**src/rtl/cla_seq_ctrl.sv**
```systemverilog
// Sequential W-bit adder: one N-bit carry-lookahead slice reused
// over K = W/N cycles, LSB slice first, with valid/ready handshakes.

module cla_n #(
  parameter int N = 8
) (
  input  logic [N-1:0] a,
  input  logic [N-1:0] b,
  input  logic         ci,
  output logic [N-1:0] s,
  output logic         co
);

  localparam int G = N / 4;

  logic       c;
  logic [3:0] g;
  logic [3:0] p;
  logic [4:0] k;
  logic       gg;

  // 4-bit lookahead groups, group carries rippled between them
  always_comb begin
    c  = ci;
    s  = '0;
    g  = '0;
    p  = '0;
    k  = '0;
    gg = 1'b0;
    for (int i = 0; i < G; i++) begin
      g    = a[i*4 +: 4] & b[i*4 +: 4];
      p    = a[i*4 +: 4] ^ b[i*4 +: 4];
      k[0] = c;
      k[1] = g[0] | (p[0] & c);
      k[2] = g[1] | (p[1] & g[0])
           | (p[1] & p[0] & c);
      k[3] = g[2] | (p[2] & g[1])
           | (p[2] & p[1] & g[0])
           | (p[2] & p[1] & p[0] & c);
      gg   = g[3] | (p[3] & g[2])
           | (p[3] & p[2] & g[1])
           | (p[3] & p[2] & p[1] & g[0]);
      k[4] = gg | ((&p) & c);
      s[i*4 +: 4] = p ^ k[3:0];
      c    = k[4];
    end
    co = c;
  end

endmodule

module cla_seq_ctrl #(
  parameter int N = 8,
  parameter int W = 32
) (
  input  logic         clk,
  input  logic         rst,
  input  logic         in_valid,
  output logic         in_ready,
  input  logic [W-1:0] a,
  input  logic [W-1:0] b,
  input  logic         c_in,
  output logic         out_valid,
  input  logic         out_ready,
  output logic [W-1:0] sum,
  output logic         c_out,
  output logic         busy
);

  localparam int K  = W / N;
  localparam int IW = (K > 1) ? $clog2(K) : 1;

  typedef enum logic [1:0] {
    IDLE,
    RUN,
    DONE
  } state_t;

  state_t        state;
  state_t        state_nx;
  logic [W-1:0]  a_q;
  logic [W-1:0]  b_q;
  logic          cy_q;
  logic [IW-1:0] idx;
  logic          last;
  logic [N-1:0]  sl_a;
  logic [N-1:0]  sl_b;
  logic [N-1:0]  sl_s;
  logic          sl_co;

  assign last = (idx == IW'(K - 1));
  assign sl_a = a_q[idx*N +: N];
  assign sl_b = b_q[idx*N +: N];

  cla_n #(.N(N)) u_cla (
    .a  (sl_a),
    .b  (sl_b),
    .ci (cy_q),
    .s  (sl_s),
    .co (sl_co)
  );

  assign in_ready  = (state == IDLE);
  assign out_valid = (state == DONE);
  assign busy      = (state != IDLE);

  // state register
  always_ff @(posedge clk) begin
    if (rst) state <= IDLE;
    else     state <= state_nx;
  end

  // next-state logic
  always_comb begin
    state_nx = state;
    unique case (state)
      IDLE:    if (in_valid)  state_nx = RUN;
      RUN:     if (last)      state_nx = DONE;
      DONE:    if (out_ready) state_nx = IDLE;
      default: state_nx = IDLE;
    endcase
  end

  // operand capture and one slice of the sum per RUN cycle
  always_ff @(posedge clk) begin
    if (rst) begin
      a_q   <= '0;
      b_q   <= '0;
      cy_q  <= 1'b0;
      idx   <= '0;
      sum   <= '0;
      c_out <= 1'b0;
    end else if (state == IDLE && in_valid) begin
      a_q  <= a;
      b_q  <= b;
      cy_q <= c_in;
      idx  <= '0;
    end else if (state == RUN) begin
      sum[idx*N +: N] <= sl_s;
      cy_q            <= sl_co;
      if (last) c_out <= sl_co;
      else      idx   <= idx + 1'b1;
    end
  end

endmodule

```
**config.mk**
```make
export PLATFORM = sky130hd
export DESIGN_NAME = cla_seq_ctrl
export DESIGN_NICKNAME = d
export VERILOG_FILES = /design/src/rtl/cla_seq_ctrl.sv
export SDC_FILE = /design/constraint.sdc
export NUM_CORES = 1
export LEC_CHECK = 0
export CAP_MARGIN = 20
export CORE_ASPECT_RATIO = 0.6
export CORE_MARGIN = 2
export CORE_UTILIZATION = 53
export DETAILED_ROUTE_END_ITERATION = 7
export PLACE_DENSITY = 0.84
export SLEW_MARGIN = 20
export SYNTH_ARGS = -nofsm -noshare
export SYNTH_HDL_FRONTEND = slang
export SYNTH_HIERARCHICAL = 1
export SYNTH_SLANG_ARGS = --single-unit
```
**constraint.sdc**
```tcl
create_clock -name clk -period 6.1 [get_ports clk]
set_input_delay 1.22 -clock clk [delete_from_list [all_inputs] [get_ports clk]]
set_output_delay 1.22 -clock clk [all_outputs]
set_load 0.01 [all_outputs]
```
# --- Yosys cells after proc, flatten, opt, wreduce, memory -nomap -nowiden ---
# Cells that the tools add are included.
totals:
  ff_bits: 102
  input_bits: 69
  output_inout_bits: 36
  wordCells: 95
op_classes:
  n_addsub: 2
  n_eq_ne: 6
  n_shift: 4
  mux: 7
  n_bitwise: 58
  reduce_logical: 11
ops:
  columns: ["cell", "n"]
  rows:
  - ["indexed part select 32 x 6 -> 8 bit", 2]
  - ["negation 5 -> 34 bit", 1]
  - ["variable shift 8 x 34 -> 32 bit (first input constant)", 1]
  - ["indexed part select 8 x 34 -> 32 bit", 1]
  - ["bitwise mux 32 bit", 1]
  - ["bitwise AND 1 bit", 30]
  - ["OR 1 bit", 20]
  - ["bitwise XOR 4 bit", 4]
  - ["bitwise AND 4 bit", 2]
  - ["AND reduction 4 bit", 2]
  - ["2-to-1 mux 2 bit", 3]
  - ["case mux 2 bit (3 select lines)", 1]
  - ["AND reduction 3 bit", 2]
  - ["equality test 2 bit (second input constant)", 2]
  - ["!= test 2 bit (second input constant)", 2]
  - ["AND reduction 2 bit", 2]
  - ["nonzero test 2 bit", 2]
  - ["adder 2 x 1 -> 2 bit (second input constant)", 1]
  - ["equality test 2 x 1 -> 1 bit (second input constant)", 1]
  - ["logical NOT 2 bit", 1]
  - ["2-to-1 mux 1 bit", 2]
  - ["!= test 2 x 1 -> 1 bit (second input constant)", 1]
  - ["inverter 1 bit", 2]
  - ["OR reduction 2 bit", 1]
  - ["logical AND 1 bit", 1]

# --- Logic depth before layout (Yosys ltp) ---
logic_depth:
  ltp_word: 12
  depth_mapped: 10
  mapped_depth_nobuf: 8

# --- Modules after synthesis ---
# Netlist, hierarchy kept.
by_module_without_submodules:
  columns: ["module", "n_inst", "cells_per_inst", "area_each_um2", "seq_area_each_um2"]
  rows:
  - ["cla_seq_ctrl", 1, 422, 4071.4, 2042.0]
  - ["cla_n", 1, 36, 321.6, 0.0]

# --- Worst setup path after synthesis ---
# Ideal clock, no wire load.
synth_path:
  path_kind: "register to register"
  startpoint: "register idx[0]"
  endpoint: "register sum[13]"
  setup_time_ns: 0.117
  arrival_ns: 2.950
  required_time_ns: 5.983
  setup_slack_ns: 3.033
  path_stages_with_launch: 11
  path_buffers: 2
  synth_period_minus_slack_ns: 3.067
  cell_sequence: "dfxtp_1 -> buf_2 -> buf_6 -> mux4_2 -> ha_1 -> nand3_1 -> o211ai_2 -> or2_2 -> fa_1 -> xor2_1 -> a32o_1"
synth_between:
  elab_chain_len: 12
  word_cells_on_any_way: 53
  classes_between: "add/sub: 1; shift: 4; mux: 1; bitwise: 46; reduce/logical: 1"
synth_rtl:
  columns: ["item", "line_no", "source"]
  rows:
  - ["from (decl)", "84", "logic [IW-1:0] idx;"]
  - ["from (signal assigned)", "142", "else idx <= idx + 1'b1;"]
  - ["indexed part select 32 x 6 -> 8 bit *", "93", "assign sl_b = b_q[idx*N +: N];"]
  - ["via sl_b[2]", "87", "logic [N-1:0] sl_b;"]
  - ["bitwise AND 4 bit / bitwise XOR 4 bit (equally long branches)", "31, 32", null]
  - ["bitwise AND 1 bit, on equally long branches", "40, 41, 42", null]
  - ["OR 1 bit, or another cell as far along", "40", "gg = g[3] | (p[3] & g[2])"]
  - ["OR 1 bit / bitwise AND 1 bit (equally long branches)", "41, 42", null]
  - ["OR 1 bit", "42", "| (p[3] & p[2] & p[1] & g[0]);"]
  - ["OR 1 bit *", "43", "k[4] = gg | ((&p) & c);"]
  - ["bitwise AND 1 bit *", "34", "k[1] = g[0] | (p[0] & c);"]
  - ["OR 1 bit *", "34", null]
  - ["bitwise XOR 4 bit *", "44", "s[i*4 +: 4] = p ^ k[3:0];"]
  - ["via sl_s[5]", "88", "logic [N-1:0] sl_s;"]
  - ["indexed part select 8 x 34 -> 32 bit *", "139", "sum[idx*N +: N] <= sl_s;"]
  - ["bitwise mux 32 bit *", "139", null]
  - ["to (signal, indexed assignment)", "139", null]
  - ["to (decl)", "65", "output logic [W-1:0] sum,"]
# The timed path passes the listed nets; every way through them passes the cells marked *.
# A chain may end at the register's enable or synchronous reset.

# --- Final worst setup path ---
layout_path:
  startpoint: "register idx[0]"
  endpoint: "register sum[21]"
layout_between:
  word_cells_on_any_way: 53
  classes_between: "add/sub: 1; shift: 4; mux: 1; bitwise: 46; reduce/logical: 1"
layout_rtl:
  columns: ["item", "line_no"]
  rows:
  - ["indexed part select 32 x 6 -> 8 bit *", "93"]
  - ["via sl_b[0]", "87"]
  - ["bitwise XOR 4 bit / bitwise AND 4 bit (equally long branches)", "32, 31"]
  - ["AND reduction 4 bit / bitwise AND 1 bit (equally long branches)", "43, 42"]
  - ["bitwise AND 1 bit / OR 1 bit (equally long branches)", "43, 42"]
  - ["OR 1 bit *", "43"]
  - ["bitwise AND 1 bit *", "34"]
  - ["OR 1 bit *", "34"]
  - ["bitwise XOR 4 bit *", "44"]
  - ["via sl_s[5]", "88"]
  - ["indexed part select 8 x 34 -> 32 bit *", "139"]
  - ["bitwise mux 32 bit *", "139"]
# Marks and branches as above.

==> tab_implementation.tex <==
\begin{tabular}{lr}
\hline
Metric & Value \\
\hline
\multicolumn{2}{l}{\textbf{Run status}} \\
Outcome & complete, no violations \\
\multicolumn{2}{l}{\textbf{Critical path}} \\
Worst path slowest cell & sky130\_fd\_sc\_hd\_\_mux4\_2 \\
Endpoint type of the worst setup path & flip-flop \\
Capture point of the worst reg-to-reg path & sum[21] \\
Cell family with the largest share of critical-path delay & adder cells \\
Critical path's largest stage delay & around 0.6 ns \\
Worst reg2reg path depth & 9 \\
Worst Setup Start Kind & flip-flop \\
Worst EP required & 6.38 ns \\
Path type of the worst setup path & flip-flop to flip-flop \\
Buffers and inverters on the worst path & 1 \\
Data arrival time at the worst-slack endpoint & about 3.8 ns \\
Highest fanout seen on the critical path & 18 \\
RR Startpoint & idx[0] \\
Series of cell instances along the critical path & buf\_4 -> mux4\_2 -> ha\_1 -> a21oi\_2 -> o211ai\_2 -> or2\_2 -> fa\_1 -> xor2\_1 -> a32o\_1 \\
R2R setup slack & 2.59 ns \\
\multicolumn{2}{l}{\textbf{Synthesis}} \\
Ys async rst share & 0\% \\
Synth Flop Type & sky130\_fd\_sc\_hd\_\_dfxtp\_1 \\
Proportion of synthesized chip area in sequential cells & between 40\% and 50\% \\
Parity-gate share of the synthesized area counting xor and xnor cells & around 1.2\% \\
Share of synthesized cell area in and, or, nand and nor gates & between 10\% and 20\% \\
Synthesized-area fraction occupied by ao, oa, aoi and oai cells & approximately 17\% \\
Combinational family with the most area after synthesis & compound AO/OA/AOI/OAI gates \\
Number of synthesized flops with an enable pin & 0 \\
Average instance area after synthesis & between 9 and 10 sq um \\
Instance count of the mapped netlist & about 460 \\
Combined area of all synthesized cells & 0.004393 sq mm \\
Adder-cell share of the synthesized area & between 4 and 5\% \\
Synthesized netlist net count & roughly 540 \\
Count of distinct cell types in the synthesized netlist & 46 \\
Mux share of post-synthesis cell area & roughly 8.4\% \\
Flops \& latches, synth & 102 \\
Synthesis warning total & 6 \\
\multicolumn{2}{l}{\textbf{CTS}} \\
TritonCTS Buffers & 9 \\
Num Clock Sinks & 102 \\
Clock-pin transition on the worst setup and hold timing paths & about 0.07 ns \\
CTS Root Cell & sky130\_fd\_sc\_hd\_\_clkbuf\_16 \\
Hold Buf Count CTS & 0 \\
Insertion delay of the later-clocked pin in the worst-skew pair & approximately 0.34 ns \\
Clock H-tree levels & 3 \\
Total setup buffers inserted after CTS & 0 \\
TritonCTS clock tree & built \\
Clock buffer depth & 2 \\
Cells resized by post-CTS repair & 0 \\
\multicolumn{2}{l}{\textbf{Global route}} \\
Pin count of the biggest net entering global routing & about 80 \\
Number of global-route vias before repair & 3663 \\
Gr usage total & between 20\% and 30\% \\
Total grt overflow & 0 \\
Global-route wire length before repair & around 18000 um \\
Initial antenna violation count & 0 \\
\multicolumn{2}{l}{\textbf{Run}} \\
Number of max-cap violations & 0 \\
\multicolumn{2}{l}{\textbf{Worst hold path}} \\
Instance count along the most critical hold path & 2 \\
HP Class & flip-flop to flip-flop \\
Hold wc startpoint & b\_q[11] \\
Endpoint, Worst Hold & b\_q[11] \\
\multicolumn{2}{l}{\textbf{Placed design}} \\
Post-Place Worst Slack & around 2.6 ns \\
HPWL Detailed & 8143 um \\
Placed instance count & 644 \\
Global placer's final weighted congestion & between 0.8 and 0.9 \\
Count of input and output buffers & 104 \\
\multicolumn{2}{l}{\textbf{Detailed routing}} \\
Average vias per placed instance & around 5.6 \\
Antenna violation net count after detailed routing & 0 \\
WL per Instance & 17.22 um \\
Number of detailed-route iterations in the first pass & 4 \\
Final wirelength & roughly 11000 um \\
Number of DRC violations after detailed routing & 0 \\
Vias post-DR & 3699 \\
Drt initial violations & between 300 and 400 \\
\multicolumn{2}{l}{\textbf{Timing}} \\
Number of slew-limit violations in the final report & 0 \\
Worst hold margin & around 0.46 ns \\
Final critical path time including I/O delays and setup & approximately 3.5 ns \\
Slew Limit Headroom & about two fifths \\
Highest attainable clock frequency & between 200 and 300 MHz \\
Share of the clock period used by the worst path & a little under three fifths \\
Worst path setup slack after routing & around 2.6 ns \\
Final sum of negative setup slack & 0 ns \\
Number of setup violations in the final report & 0 \\
Worst setup skew after layout & 0.005497 ns \\
Final hold vios & 0 \\
Unrepaired setup endpoints after global routing & no \\
Worst Tran Pin Value & 0.9055 ns \\
\multicolumn{2}{l}{\textbf{Power}} \\
Switching share of power & $\sim$25\% \\
Sequential share of power & 47.2\% \\
Power per standard cell area & about 270 mW/mm\^{}2 \\
Worst VDD drop & around 150 uV \\
Internal portion of total power & between 1000 and 1500 uW \\
Net switching power & approximately 380 uW \\
Combinational Power Share & roughly 14\% \\
Leak Pwr & between 0.002 and 0.0025 uW \\
Clock network fraction of total power & 38.5\% \\
\multicolumn{2}{l}{\textbf{Floorplan}} \\
\# rows & 25 \\
Vertical extent of the die & roughly 75 um \\
Die footprint & 0.009057 sq mm \\
Initial standard-cell utilization of the core & a little under three fifths \\
Ports & around 110 \\
Die W & between 100 and 150 um \\
Area inside the core boundary & around 0.008 sq mm \\
\multicolumn{2}{l}{\textbf{Final layout}} \\
Fill cells & 589 \\
Fraction of final layout cells with drive strength greater than 1 & approximately a tenth \\
Area growth from synthesis to final layout & 30.39\% \\
Net total in the final layout & between 600 and 700 \\
Antenna diode instance count & 0 \\
Count of placed standard cells in the final layout, fillers left out & 660 \\
\hline
\end{tabular}
cells in the final DEF, fill, tap and decap left out, drive strengths merged, types with 3 or more instances in the layout:
cell             n
a21oi           71
a22o            20
a32o            12
buf              5
clkbuf          12
clkdlybuf4s50  103
dfxtp          102
ha              13
inv              8
mux4            16
nand2          133
nand3            3
nor2             7
nor2b            5
nor3             3
or2              3
xnor2            3
xor2             3
final cells by class:
type	count	area [sq um]	area share, %
clock buffers	12	256.5	4.478
multi-input cells	318	2143	37.42
clock inverters	4	55.05	0.9611
repair buffers	108	1066	18.61
flip-flops and latches	102	2042	35.65
inverters	8	30.03	0.5242
well taps	108	135.1	2.359
synthesized netlist by cell type (2+ instances only):
| library cell | number | area (sq um) |
|---|---|---|
| sky130_fd_sc_hd__nand2_1 | 133 | 499.2 |
| sky130_fd_sc_hd__ha_1 | 13 | 162.7 |
| sky130_fd_sc_hd__or2_2 | 2 | 12.51 |
| sky130_fd_sc_hd__buf_4 | 6 | 45.04 |
| sky130_fd_sc_hd__nor2_1 | 7 | 26.28 |
| sky130_fd_sc_hd__inv_1 | 8 | 30.03 |
| sky130_fd_sc_hd__buf_2 | 9 | 45.04 |
| sky130_fd_sc_hd__dfxtp_1 | 102 | 2042 |
| sky130_fd_sc_hd__nor3_1 | 2 | 10.01 |
| sky130_fd_sc_hd__a22o_1 | 20 | 175.2 |
| sky130_fd_sc_hd__a21oi_1 | 66 | 330.3 |
| sky130_fd_sc_hd__mux4_2 | 16 | 360.4 |
| sky130_fd_sc_hd__buf_6 | 5 | 56.30 |
| sky130_fd_sc_hd__nor3b_2 | 2 | 25.02 |
| sky130_fd_sc_hd__xnor2_1 | 3 | 26.28 |
| sky130_fd_sc_hd__nor2b_1 | 5 | 31.28 |
| sky130_fd_sc_hd__clkbuf_1 | 10 | 37.54 |
| sky130_fd_sc_hd__fa_1 | 2 | 40.04 |
| sky130_fd_sc_hd__a32o_1 | 12 | 120.1 |
| sky130_fd_sc_hd__nand3_1 | 3 | 15.01 |
| sky130_fd_sc_hd__xor2_1 | 3 | 26.28 |
| sky130_fd_sc_hd__a21oi_2 | 5 | 43.79 |
cells by family (layout without fill, tap and decap cells):
logic type | after synthesis | after routing
AO/OA/AOI/OAI | 113 | 113
AND/OR/NAND/NOR | 167 | 167
flip-flops | 102 | 102
XOR/XNOR | 6 | 6
buffers and inverters | 38 | 132
adder cells (fa/ha/maj) | 15 | 15
multiplexers | 17 | 17
worst max path at each step:
stage | endpoint | from | slack, ns | cells after the start
finish | sum[21] | idx[0] | 2.59 | 9
global route | sum[13] | idx[0] | 2.43 | 9
CTS | sum[21] | idx[0] | 2.59 | 9
detailed placement | sum[21] | idx[0] | 2.65 | 9
global placement | sum[21] | idx[0] | 2.85 | 9
floorplan | sum[13] | idx[0] | 3.03 | 10
per-stage QoR:
step	util, %	instance area, sq um	total power, uW
finish	72.09	5728	1526
CTS	72.09	5728	1526
floorplan	-	4393	862.7
detailed placement	68.17	5416	947.2
global route	72.09	5728	1582
global placement	68.17	5416	939.1
worst register-to-register path, delay by kind of cell (launching register included):
family | cells | cell delay [ns]
xor gates and xnor gates | 1 | 0.33
muxes | 1 | 0.61
AOI/OAI and AO/OA | 3 | 0.58
adders and majority gates | 2 | 0.70
and+or+nand+nor | 1 | 0.32
DFF | 1 | 0.54
buffers and inverters | 1 | 0.37
flip-flops by register name, indices dropped and copies added (netlist names):
name   cells
sum       32
state      2
c_out      1
idx        2
a_q       32
b_q       32
cy_q       1
power by group through the flow:
stage          clock [uW]  combinational [uW]  sequential, uW
6_report              588                 218             720
4_1_cts               590                 217             719
3_3_place_gp            0                 206             733
3_5_place_dp            0                 213             734
5_1_grt               623                 237             722
2_1_floorplan           0                 138             725
per-layer routing:
| metal | GRT usage [%] | up-vias | part of all wire, % |
|---|---|---|---|
| met5 | 0 | - | 0 |
| met3 | 7.285 | 14 | 8.4 |
| met1 | 35.53 | 1756 | 45 |
| met4 | 5.619 | 0 | 0.96 |
| li1 | - | 1780 | - |
| met2 | 43.13 | 149 | 46 |
Power figures use the tool's default switching activity.
